$ cat src/rtl/pair_sort_loader_if.sv
// Handshake bundle between a key source/frame sink and pair_sort_loader.
// master: drives keys, flush and out_ready; slave: the loader itself.
// Frame layout on out_data: [W-1:0]=a1, [2W-1:W]=a2, [3W-1:2W]=b1, [4W-1:3W]=b2.
interface pair_sort_loader_if #(
    parameter int WIDTH = 3,
    parameter int N     = 2
);
    logic                   in_valid;
    logic [WIDTH-1:0]       in_data;
    logic                   in_ready;
    logic                   flush;
    logic                   out_valid;
    logic [2*N*WIDTH-1:0]   out_data;
    logic [2:0]             out_count;
    logic                   out_ready;

    modport master (
        output in_valid, in_data, flush, out_ready,
        input  in_ready, out_valid, out_data, out_count
    );

    modport slave (
        input  in_valid, in_data, flush, out_ready,
        output in_ready, out_valid, out_data, out_count
    );
endinterface

$ cat src/rtl/pair_sort_loader.sv
// Serial-to-parallel loader: collects 4 keys into two ascending-sorted pairs.
// Latency: frame valid the cycle after the 4th accept; >= 5 cycles per frame.
// Backpressure: frame held in HOLD until out_ready; in_ready=0 while holding.
// Optional early frame close via flush when PAIR_LOADER_FLUSH_EN is defined.
module pair_sort_loader #(
    parameter int WIDTH = 3,
    parameter int N     = 2
) (
    input  logic              clk,
    input  logic              rst,
    pair_sort_loader_if.slave bus
);
    localparam int FRAME_W = 2 * N * WIDTH;
    localparam logic [WIDTH-1:0] PAD = '1;

    typedef enum logic {FILL = 1'b0, HOLD = 1'b1} state_t;

    state_t           state_q;
    logic [1:0]       slot_q;
    logic [WIDTH-1:0] pend_q;
    logic [WIDTH-1:0] a1_q, a2_q, b1_q, b2_q;
    logic [2:0]       cnt_q;
    logic             in_ready_q;
    logic             out_valid_q;

    logic             accept;
    logic             last_key;
    logic [WIDTH-1:0] lo_key, hi_key;
    logic [WIDTH-1:0] pend_now;
    logic [2:0]       k_now;
    logic             flush_close;
    logic [FRAME_W-1:0] frame;

    // Accept, compare-and-swap against the pending key, and flush qualification.
    // Ties keep the earlier (pending) key in the low position.
    always_comb begin
        accept   = in_ready_q && bus.in_valid;
        last_key = accept && (slot_q == 2'd3);
        if (bus.in_data < pend_q) begin
            lo_key = bus.in_data;
            hi_key = pend_q;
        end else begin
            lo_key = pend_q;
            hi_key = bus.in_data;
        end
        pend_now = accept ? bus.in_data : pend_q;
        k_now    = {1'b0, slot_q} + {2'b00, accept};
`ifdef PAIR_LOADER_FLUSH_EN
        flush_close = in_ready_q && bus.flush && (k_now != 3'd0);
`else
        flush_close = 1'b0;
`endif
    end

`ifndef PAIR_LOADER_FLUSH_EN
    // flush is part of the port set in every build but only acts with the feature on.
    logic unused_flush;
    assign unused_flush = bus.flush;
`endif

    // Loader FSM: FILL collects keys into slots, HOLD presents the frame.
    always_ff @(posedge clk or posedge rst) begin
        if (rst) begin
            state_q     <= FILL;
            slot_q      <= 2'd0;
            pend_q      <= '0;
            a1_q        <= '0;
            a2_q        <= '0;
            b1_q        <= '0;
            b2_q        <= '0;
            cnt_q       <= 3'd0;
            in_ready_q  <= 1'b1;
            out_valid_q <= 1'b0;
        end else begin
            case (state_q)
                FILL: begin
                    if (accept) begin
                        slot_q <= slot_q + 2'd1;
                        case (slot_q)
                            2'd0: pend_q <= bus.in_data;
                            2'd1: begin
                                a1_q <= lo_key;
                                a2_q <= hi_key;
                            end
                            2'd2: pend_q <= bus.in_data;
                            default: begin
                                b1_q <= lo_key;
                                b2_q <= hi_key;
                            end
                        endcase
                    end
                    if (last_key) begin
                        state_q     <= HOLD;
                        slot_q      <= 2'd0;
                        cnt_q       <= 3'd4;
                        in_ready_q  <= 1'b0;
                        out_valid_q <= 1'b1;
                    end else if (flush_close) begin
                        // Early close: lone pending key goes low, pads fill the rest.
                        state_q     <= HOLD;
                        slot_q      <= 2'd0;
                        cnt_q       <= k_now;
                        in_ready_q  <= 1'b0;
                        out_valid_q <= 1'b1;
                        case (k_now)
                            3'd1: begin
                                a1_q <= pend_now;
                                a2_q <= PAD;
                                b1_q <= PAD;
                                b2_q <= PAD;
                            end
                            3'd2: begin
                                b1_q <= PAD;
                                b2_q <= PAD;
                            end
                            default: begin
                                b1_q <= pend_now;
                                b2_q <= PAD;
                            end
                        endcase
                    end
                end
                default: begin
                    if (bus.out_ready) begin
                        state_q     <= FILL;
                        in_ready_q  <= 1'b1;
                        out_valid_q <= 1'b0;
                    end
                end
            endcase
        end
    end

    assign frame         = {b2_q, b1_q, a2_q, a1_q};
    assign bus.out_data  = frame;
    assign bus.out_count = cnt_q;
    assign bus.in_ready  = in_ready_q;
    assign bus.out_valid = out_valid_q;
endmodule

$ cat src/flat_wrapper.sv
// flat-port wrapper written by rule: the top's interface ports become plain ports
module pair_sort_loader_flat 
#(
    parameter int WIDTH = 3,
    parameter int N     = 2
)
  (clk, rst, bus_in_valid, bus_in_data, bus_flush, bus_out_ready, bus_in_ready, bus_out_valid, bus_out_data, bus_out_count);
  pair_sort_loader_if #(.WIDTH(WIDTH), .N(N)) bus_i ();
  input  logic clk;
  input  logic rst;
  input wire logic [$bits(bus_i.in_valid)-1:0] bus_in_valid;
  input wire logic [$bits(bus_i.in_data)-1:0] bus_in_data;
  input wire logic [$bits(bus_i.flush)-1:0] bus_flush;
  input wire logic [$bits(bus_i.out_ready)-1:0] bus_out_ready;
  output wire logic [$bits(bus_i.in_ready)-1:0] bus_in_ready;
  output wire logic [$bits(bus_i.out_valid)-1:0] bus_out_valid;
  output wire logic [$bits(bus_i.out_data)-1:0] bus_out_data;
  output wire logic [$bits(bus_i.out_count)-1:0] bus_out_count;
  assign bus_i.in_valid = bus_in_valid;
  assign bus_i.in_data = bus_in_data;
  assign bus_i.flush = bus_flush;
  assign bus_i.out_ready = bus_out_ready;
  assign bus_in_ready = bus_i.in_ready;
  assign bus_out_valid = bus_i.out_valid;
  assign bus_out_data = bus_i.out_data;
  assign bus_out_count = bus_i.out_count;
  pair_sort_loader #(.WIDTH(WIDTH), .N(N)) u_core (.clk(clk), .rst(rst), .bus(bus_i));
endmodule
$ cat config.mk
export PLATFORM = sky130hd
export DESIGN_NAME = pair_sort_loader_flat
export DESIGN_NICKNAME = d
export VERILOG_FILES = /design/src/rtl/pair_sort_loader_if.sv /design/src/rtl/pair_sort_loader.sv /design/src/flat_wrapper.sv
export SDC_FILE = /design/constraint.sdc
export NUM_CORES = 1
export LEC_CHECK = 0
export ABC_AREA = 1
export ABC_CLOCK_PERIOD_IN_PS = 2300
export BUFFER_PORTS_ARGS = -buffer_cell sky130_fd_sc_hd__buf_2
export CAP_MARGIN = 20
export CORE_ASPECT_RATIO = 1.25
export CORE_UTILIZATION = 35
export CTS_CLUSTER_SIZE = 25
export DETAILED_ROUTE_END_ITERATION = 10
export PLACE_DENSITY = 0.52
export SLEW_MARGIN = 30
export SYNTH_ARGS = -nofsm -noshare
export SYNTH_HDL_FRONTEND = slang
export SYNTH_SLANG_ARGS = --single-unit
$ cat constraint.sdc
create_clock -name clk -period 2.3 [get_ports clk]
set_input_delay 0.345 -clock clk [delete_from_list [all_inputs] [get_ports clk]]
set_output_delay 0.345 -clock clk [all_outputs]
set_load 0.01 [all_outputs]
==> results of run 1 <==
==> registers in the layout, summed over array words and instances, names as in the netlist <==
signal	cells
u_core.b1_q	3
u_core.bus.in_ready	1
u_core.state_q	1
u_core.a2_q	3
u_core.a1_q	3
u_core.bus.out_count	1
u_core.b2_q	3
u_core.slot_q	2
u_core.pend_q	3
u_core.bus.out_valid	1
==> logic make-up after synthesis <==
kind of cell,after synthesis
simple gates,53
flops,21
buf+inv,19
compound gates,14
fa+ha+maj,8
other cells,1
==> layout by cell type, fill, tap and decap left out, drive strengths merged <==
cell    count
dfrtp      20
nor2        3
o21ai      12
conb        2
or2         1
nand3      12
buf        21
dfstp       1
ha          8
inv        15
clkinv      1
a21oi       2
clkbuf      4
nand2      37
==> layout make-up <==
cell class              instances  area share [%]
multi-input cells              77           36.56
repair buffers                 21           8.750
inverters                      16           5.104
well taps                      34           3.542
clock buffers                   4           2.188
flip-flops and latches         21           43.85
==> worst max-delay path: cells and delay by family, from the launching register on <==
family,cells,cell delay [ns]
fa+ha+maj,1,0.29
buf+inv,1,0.06
flops,1,0.38
simple gates,6,0.58
==> report_power, final <==
group | internal [mW] | switching [mW]
logic | 0.257 | 0.395
clock network | 0.0676 | 0.108
registers | 0.539 | 0.101
==> metrics by stage <==
stage / power [mW] / setup slack (ns)
after global placement: 1.286 / 0.7900
after detailed placement: 1.311 / 0.7748
final: 1.467 / 0.8775
after CTS: 1.490 / 0.8684
after global routing: 1.611 / 0.7448
after floorplan: 1.108 / 1.023
==> path summary, 6_finish.rpt <==
path	start	endpoint	slack, ns	cells after the start
max	u_core.pend_q[2]	u_core.b2_q[1]	0.88	8
min	rst	u_core.bus.out_valid	0.17	2
max reg2reg	u_core.pend_q[2]	u_core.b2_q[1]	0.88	8
min reg2reg	u_core.bus.out_count[2]	u_core.bus.out_count[2]	0.47	1
max in group asynchronous	rst	u_core.slot_q[1]	1.66	2
min in group clk	bus_out_ready	u_core.state_q	0.24	2
==> per-layer routing <==
metal	up-vias	part of all wire (%)
met4	0	2.4
met2	15	46
met3	5	3.2
li1	407	-
met5	-	0
met1	374	48
==> impl_results.md, run 1 <==
- Status: finished, final reports clean
- Hold Buf Count CTS: 0
- Largest family of logic cells by synthesized area: simple AND/OR/NAND/NOR gates
- Cell Rows: 21
- RSZ-0062 raised after global routing: no
- Crit-path most repeated cell: nand2_1
- Met1 Use GR: 17.72%
- Detailed Routing Iterations Pass 1: 4
- Post-synth ARST share: 100.0%
- Max Slew Vio Count: 0
- Number of synthesized register bits: 21
- Ant. Diodes: 0
- Multiplexer area fraction after synthesis: 0%
- Clock transition at path regs: 0.11 ns
- GRT met2 Usage: about a fifth
- Register area: 526.8 um2
- Max_slew headroom: 48.40%
- Most common library cells after synthesis: nand2_1 (32), dfrtp_1 (20), inv_1 (14), nand3_1 (12), ha_1 (8)
- WP data arrival: ~1.6 ns
- FILL cells: 282
- Post-Synth Simple-Gate Area: about a quarter
- Mapped Cells: around 120
- Post-route cell area: 1201 um2
- Synth Area in Compound Gates: 8.105%
- Top_reg_cell synth: dfrtp_1
- Max-Cap Viols: 0
- Crit-path cells: inv_1, ha_1, nor2_1, nand2_1, nand2_1, nand2_1, nand3_1, nand2_1
- H-Tree Level Count: 1
- Post-CTS Setup Bufs: 0
- Fin util: 43.54%
- Synthesis Warnings: 0
- Adder-cell share of the synthesized area: 9.535%
- Area of the core: 2759 um2
- Final ANT Viol Nets: 0
- Post-cts resize count: 0
- CTS tree: done
- Post-synthesis average cell area: 9.050 um2
- Critical path type: register to register
- GRT Residual Overflow: 0
- Worst hold slack: between 0.15 and 0.2 ns
- Final Non-Filler Cells: 173
- Initial antenna violation count: 0
- Synth unique cells: 21
- DP HPWL: approximately 1.4 mm
- Yosys top cell area share: 47.68%
- Routed wire length: 1.830 mm
- CP max stage delay: ~0.38 ns
- First-pass GRT wire length: 3.201 mm
- Final Skew: around 0.002 ns
- PortBufs: 21
- Crit-path slowest cell: dfrtp_1
- Setup TNS: 0 ns
- Hold Crit Class: primary input to async pin
- Slew @ Worst Pin: 0.7732 ns
- Share of cells above drive strength 1: 26.62%
- # DRC: 0
- Vias/cell: 4.630
- Cell count after placement: 169
- Total GRT Usage: 13.16%
- Yosys top cell by area: dfrtp_1
- Final setup violation count: 0
- Peak Freq: approximately 700 MHz
- Worst EP required: 2.50 ns
- Layout area overhead: 14.42%
- Crit-path max FO: 5
- Full die area: around 3200 um2
- CP startpoint kind: register
- Met3 Resource Use GR: 1.449%
- Multi-input gate area: between 400 and 500 um2
- Tmin final: 1.423 ns
- Root buffer cell: clkbuf_4
- Vias in the first global route: 744
- Mapped cell area: approximately 1000 um2
- Synth top area cells: dfrtp_1 (48%), nand2_1 (11%), ha_1 (9.5%)
- Avg WL per Cell: 10.58 um
- Final worst-path cycle share: 61.85%
- Largest net degree at the start of global routing: 22
- Power Dens Cells: around 1200 nW/um2
- # IOs: 25
- CTS Buffer Depth: 2
- Layout net count: 156
- Static leakage: 0.6826 nW
- Fraction of synthesized cell area in xor and xnor cells: 0%
- EDFF count, synth: 0
- Drt first-iter violations: 13
- Final Hold Fails: 0
- Worst VDD drop: 494.8 uV
- Initial Util: 38.05%
- Via Count: 801
- Chip Width: 50.99 um
- Cell area after placement: 1175 um2
- RePlAce Congestion: around 0.78
- TritonCTS Sinks: 21
- Num CTS Buffers: 3
- Crit end category: register
- Worst skew pair latency: ~0.3 ns
- GR peak layer: met2
- DIE HEIGHT: 63.23 um
- Top-count cell post-synth: nand2_1
- Sequential element share of the synthesized area: 50.18%
Note: power is estimated with default switching activity, not from simulation.
==> run 2: changes to the inputs <==
--- a/config.mk
+++ b/config.mk
@@ -6,14 +6,14 @@
 export NUM_CORES = 1
 export LEC_CHECK = 0
 export ABC_AREA = 1
-export ABC_CLOCK_PERIOD_IN_PS = 2300
+export ABC_CLOCK_PERIOD_IN_PS = 1200
 export BUFFER_PORTS_ARGS = -buffer_cell sky130_fd_sc_hd__buf_2
 export CAP_MARGIN = 20
 export CORE_ASPECT_RATIO = 1.25
 export CORE_UTILIZATION = 35
 export CTS_CLUSTER_SIZE = 25
 export DETAILED_ROUTE_END_ITERATION = 10
-export PLACE_DENSITY = 0.52
+export PLACE_DENSITY = 0.54
 export SLEW_MARGIN = 30
 export SYNTH_ARGS = -nofsm -noshare
 export SYNTH_HDL_FRONTEND = slang
==> constraint.sdc (replaced) <==
create_clock -name clk -period 1.2 [get_ports clk]
set_input_delay 0.18 -clock clk [delete_from_list [all_inputs] [get_ports clk]]
set_output_delay 0.18 -clock clk [all_outputs]
set_load 0.01 [all_outputs]
==> impl_results.md, run 2 (same netlist as run 1, synthesis figures left out) <==
- GRT Residual Overflow: 0 (unchanged)
- Worst hold slack: 0.06407 ns (was 0.1671 ns)
- RSZ-0062 raised after global routing: yes (was no)
- Full die area: 3224 um2 (unchanged)
- Peak Freq: 728.7 MHz (was 703.0 MHz)
- FILL cells: 266 (was 282)
- PortBufs: 21 (unchanged)
- CTS tree: done (unchanged)
- H-Tree Level Count: 1 (unchanged)
- CP max stage delay: 0.39 ns (was 0.38 ns)
- Initial antenna violation count: 0 (unchanged)
- Critical path type: register to register (unchanged)
- Cell count after placement: 179 (was 169)
- Clock transition at path regs: 0.12 ns (was 0.11 ns)
- Max Slew Vio Count: 0 (unchanged)
- Worst VDD drop: 1377 uV (was 494.8 uV)
- Max-Cap Viols: 0 (unchanged)
- Worst EP required: 1.41 ns (was 2.50 ns)
- Hold Crit Class: primary input to register (was primary input to async pin)
- Crit end category: register (unchanged)
- Largest net degree at the start of global routing: 22 (unchanged)
- # DRC: 0 (unchanged)
- CP startpoint kind: register (unchanged)
- Vias/cell: 4.473 (was 4.630)
- Violated checks: negative setup slack
- Via Count: 841 (was 801)
- Ant. Diodes: 0 (unchanged)
- Num CTS Buffers: 3 (unchanged)
- Avg WL per Cell: 11.15 um (was 10.58 um)
- Final ANT Viol Nets: 0 (unchanged)
- Area of the core: 2759 um2 (unchanged)
- Status: complete, but fails checks (was finished, final reports clean)
- Detailed Routing Iterations Pass 1: 4 (unchanged)
- Hold Crit Depth: 2
- Final setup margin: -0.1724 ns (was 0.8775 ns)
- Total GRT Usage: 14.31% (was 13.16%)
- Tmin final: 1.372 ns (was 1.423 ns)
- Cell area after placement: 1252 um2 (was 1175 um2)
- Chip Width: 50.99 um (unchanged)
- DIE HEIGHT: 63.23 um (unchanged)
- Hold path start: bus_out_ready
- Worst Hold Endpoint: u_core.state_q
- Setup TNS: -1.841 ns (was 0 ns)
- Commonest non-fill, non-tap cells in the layout: nand2_1 (25), buf_2 (20), dfrtp_1 (20) (was nand2_1 (32), buf_2 (21), dfrtp_1 (20))
- TritonCTS Sinks: 21 (unchanged)
- Crit-path slowest cell: dfrtp_1 (unchanged)
- R2R setup slack: -0.17 ns (was 0.88 ns)
- Drt first-iter violations: 10 (was 13)
- Layout net count: 171 (was 156)
- Root buffer cell: clkbuf_4 (unchanged)
- Reg2reg path depth: 7 (was 8)
- Final worst-path cycle share: 114.4% (was 61.85%)
- Initial Util: 38.05% (unchanged)
- DP HPWL: 1.440 mm (was 1.418 mm)
- CTS Buffer Depth: 2 (unchanged)
- Vias in the first global route: 802 (was 744)
- First-pass GRT wire length: 3.484 mm (was 3.201 mm)
- Static leakage: 0.7491 nW (was 0.6826 nW)
- Power Dens Cells: 2350 nW/um2 (was 1222 nW/um2)
- Final Hold Fails: 0 (unchanged)
- Routed wire length: 2.096 mm (was 1.830 mm)
- Fin util: 53.74% (was 43.54%)
- WP data arrival: 1.58 ns (was 1.62 ns)
- Crit-path max FO: 5 (unchanged)
- Final Non-Filler Cells: 188 (was 173)
- Post-route cell area: 1483 um2 (was 1201 um2)
- Final Skew: 0.003293 ns (was 0.002002 ns)
- Final setup violation count: 18 (was 0)
- Cell Rows: 21 (unchanged)
- # IOs: 25 (unchanged)
- RePlAce Congestion: 0.7464 (was 0.7835)
- Origin of the critical flop-to-flop path: u_core.pend_q[2] (unchanged)
- Crit-path cells: inv_2, ha_4, inv_2, a21oi_4, nand3_1, nand3_1, nand2_1 (was inv_1, ha_1, nor2_1, nand2_1, nand2_1, nand2_1, nand3_1, nand2_1)
- Worst skew pair latency: 0.30 ns (about the same)
- FF-to-FF End: u_core.a1_q[1] (was u_core.b2_q[1])
- Commonest non-fill, non-tap cell in the layout: nand2_1 (unchanged)
- Layout area overhead: 41.24% (was 14.42%)
- Share of cells above drive strength 1: 47.40% (was 26.62%)
[run 2: layout make-up]
type | count | area [um2] | share of cell area, %
clock buffers | 4 | 26.28 | 1.772
inverters | 16 | 70.07 | 4.726
multi-input cells | 78 | 579.3 | 39.07
flip-flops and latches | 21 | 526.8 | 35.53
well taps | 34 | 42.54 | 2.869
repair buffers | 35 | 237.7 | 16.03
[run 2: where the power goes]
part	total (mW)	switching (mW)	internal, mW
Sequential	1.26	0.229	1.03
Clock	0.343	0.214	0.130
Combinational	1.88	1.03	0.854
[run 2: critical path: cells and delay by family (launching register included)]
family | cells | cell delay [ns]
fa+ha+maj | 1 | 0.27
compound gates | 1 | 0.18
simple gates | 3 | 0.34
flops | 1 | 0.39
buf+inv | 2 | 0.10
[run 2: layer usage]
metal	track usage, %	routed length, um
met5	0	0
met4	4.167	19
met3	2.899	61
met1	18.90	988
met2	23.19	1027
[run 2: worst max-delay path by stage]
stage | start | to | slack, ns | cells past startpoint
finish | u_core.pend_q[2] | u_core.a1_q[1] | -0.17 | 7
floorplan | u_core.pend_q[2] | u_core.a1_q[0] | -0.07 | 7
detailed placement | u_core.pend_q[2] | u_core.b2_q[1] | -0.18 | 7
global route | u_core.pend_q[2] | u_core.a1_q[1] | -0.27 | 8
global placement | u_core.pend_q[2] | u_core.b2_q[1] | -0.15 | 7
CTS | u_core.pend_q[2] | u_core.b2_q[1] | -0.14 | 8
[run 2: repair_timing]
item | CTS | global route
pin swaps | 7 | 6
resized for setup | 12 | 31
buffers inserted | 1 | 2
setup endpoints to repair | 14 | 21
hold endpoints to repair | 20 | 0
cloned | 0 | 1
hold buffers | 1 | 0
[run 2: metrics by stage]
stage / setup WS (ns) / total power [mW]
floorplan: -0.07110 / 2.132
finish: -0.1724 / 3.485
CTS: -0.1406 / 3.105
global placement: -0.1550 / 2.589
global route: -0.2723 / 3.791
detailed placement: -0.1839 / 2.636
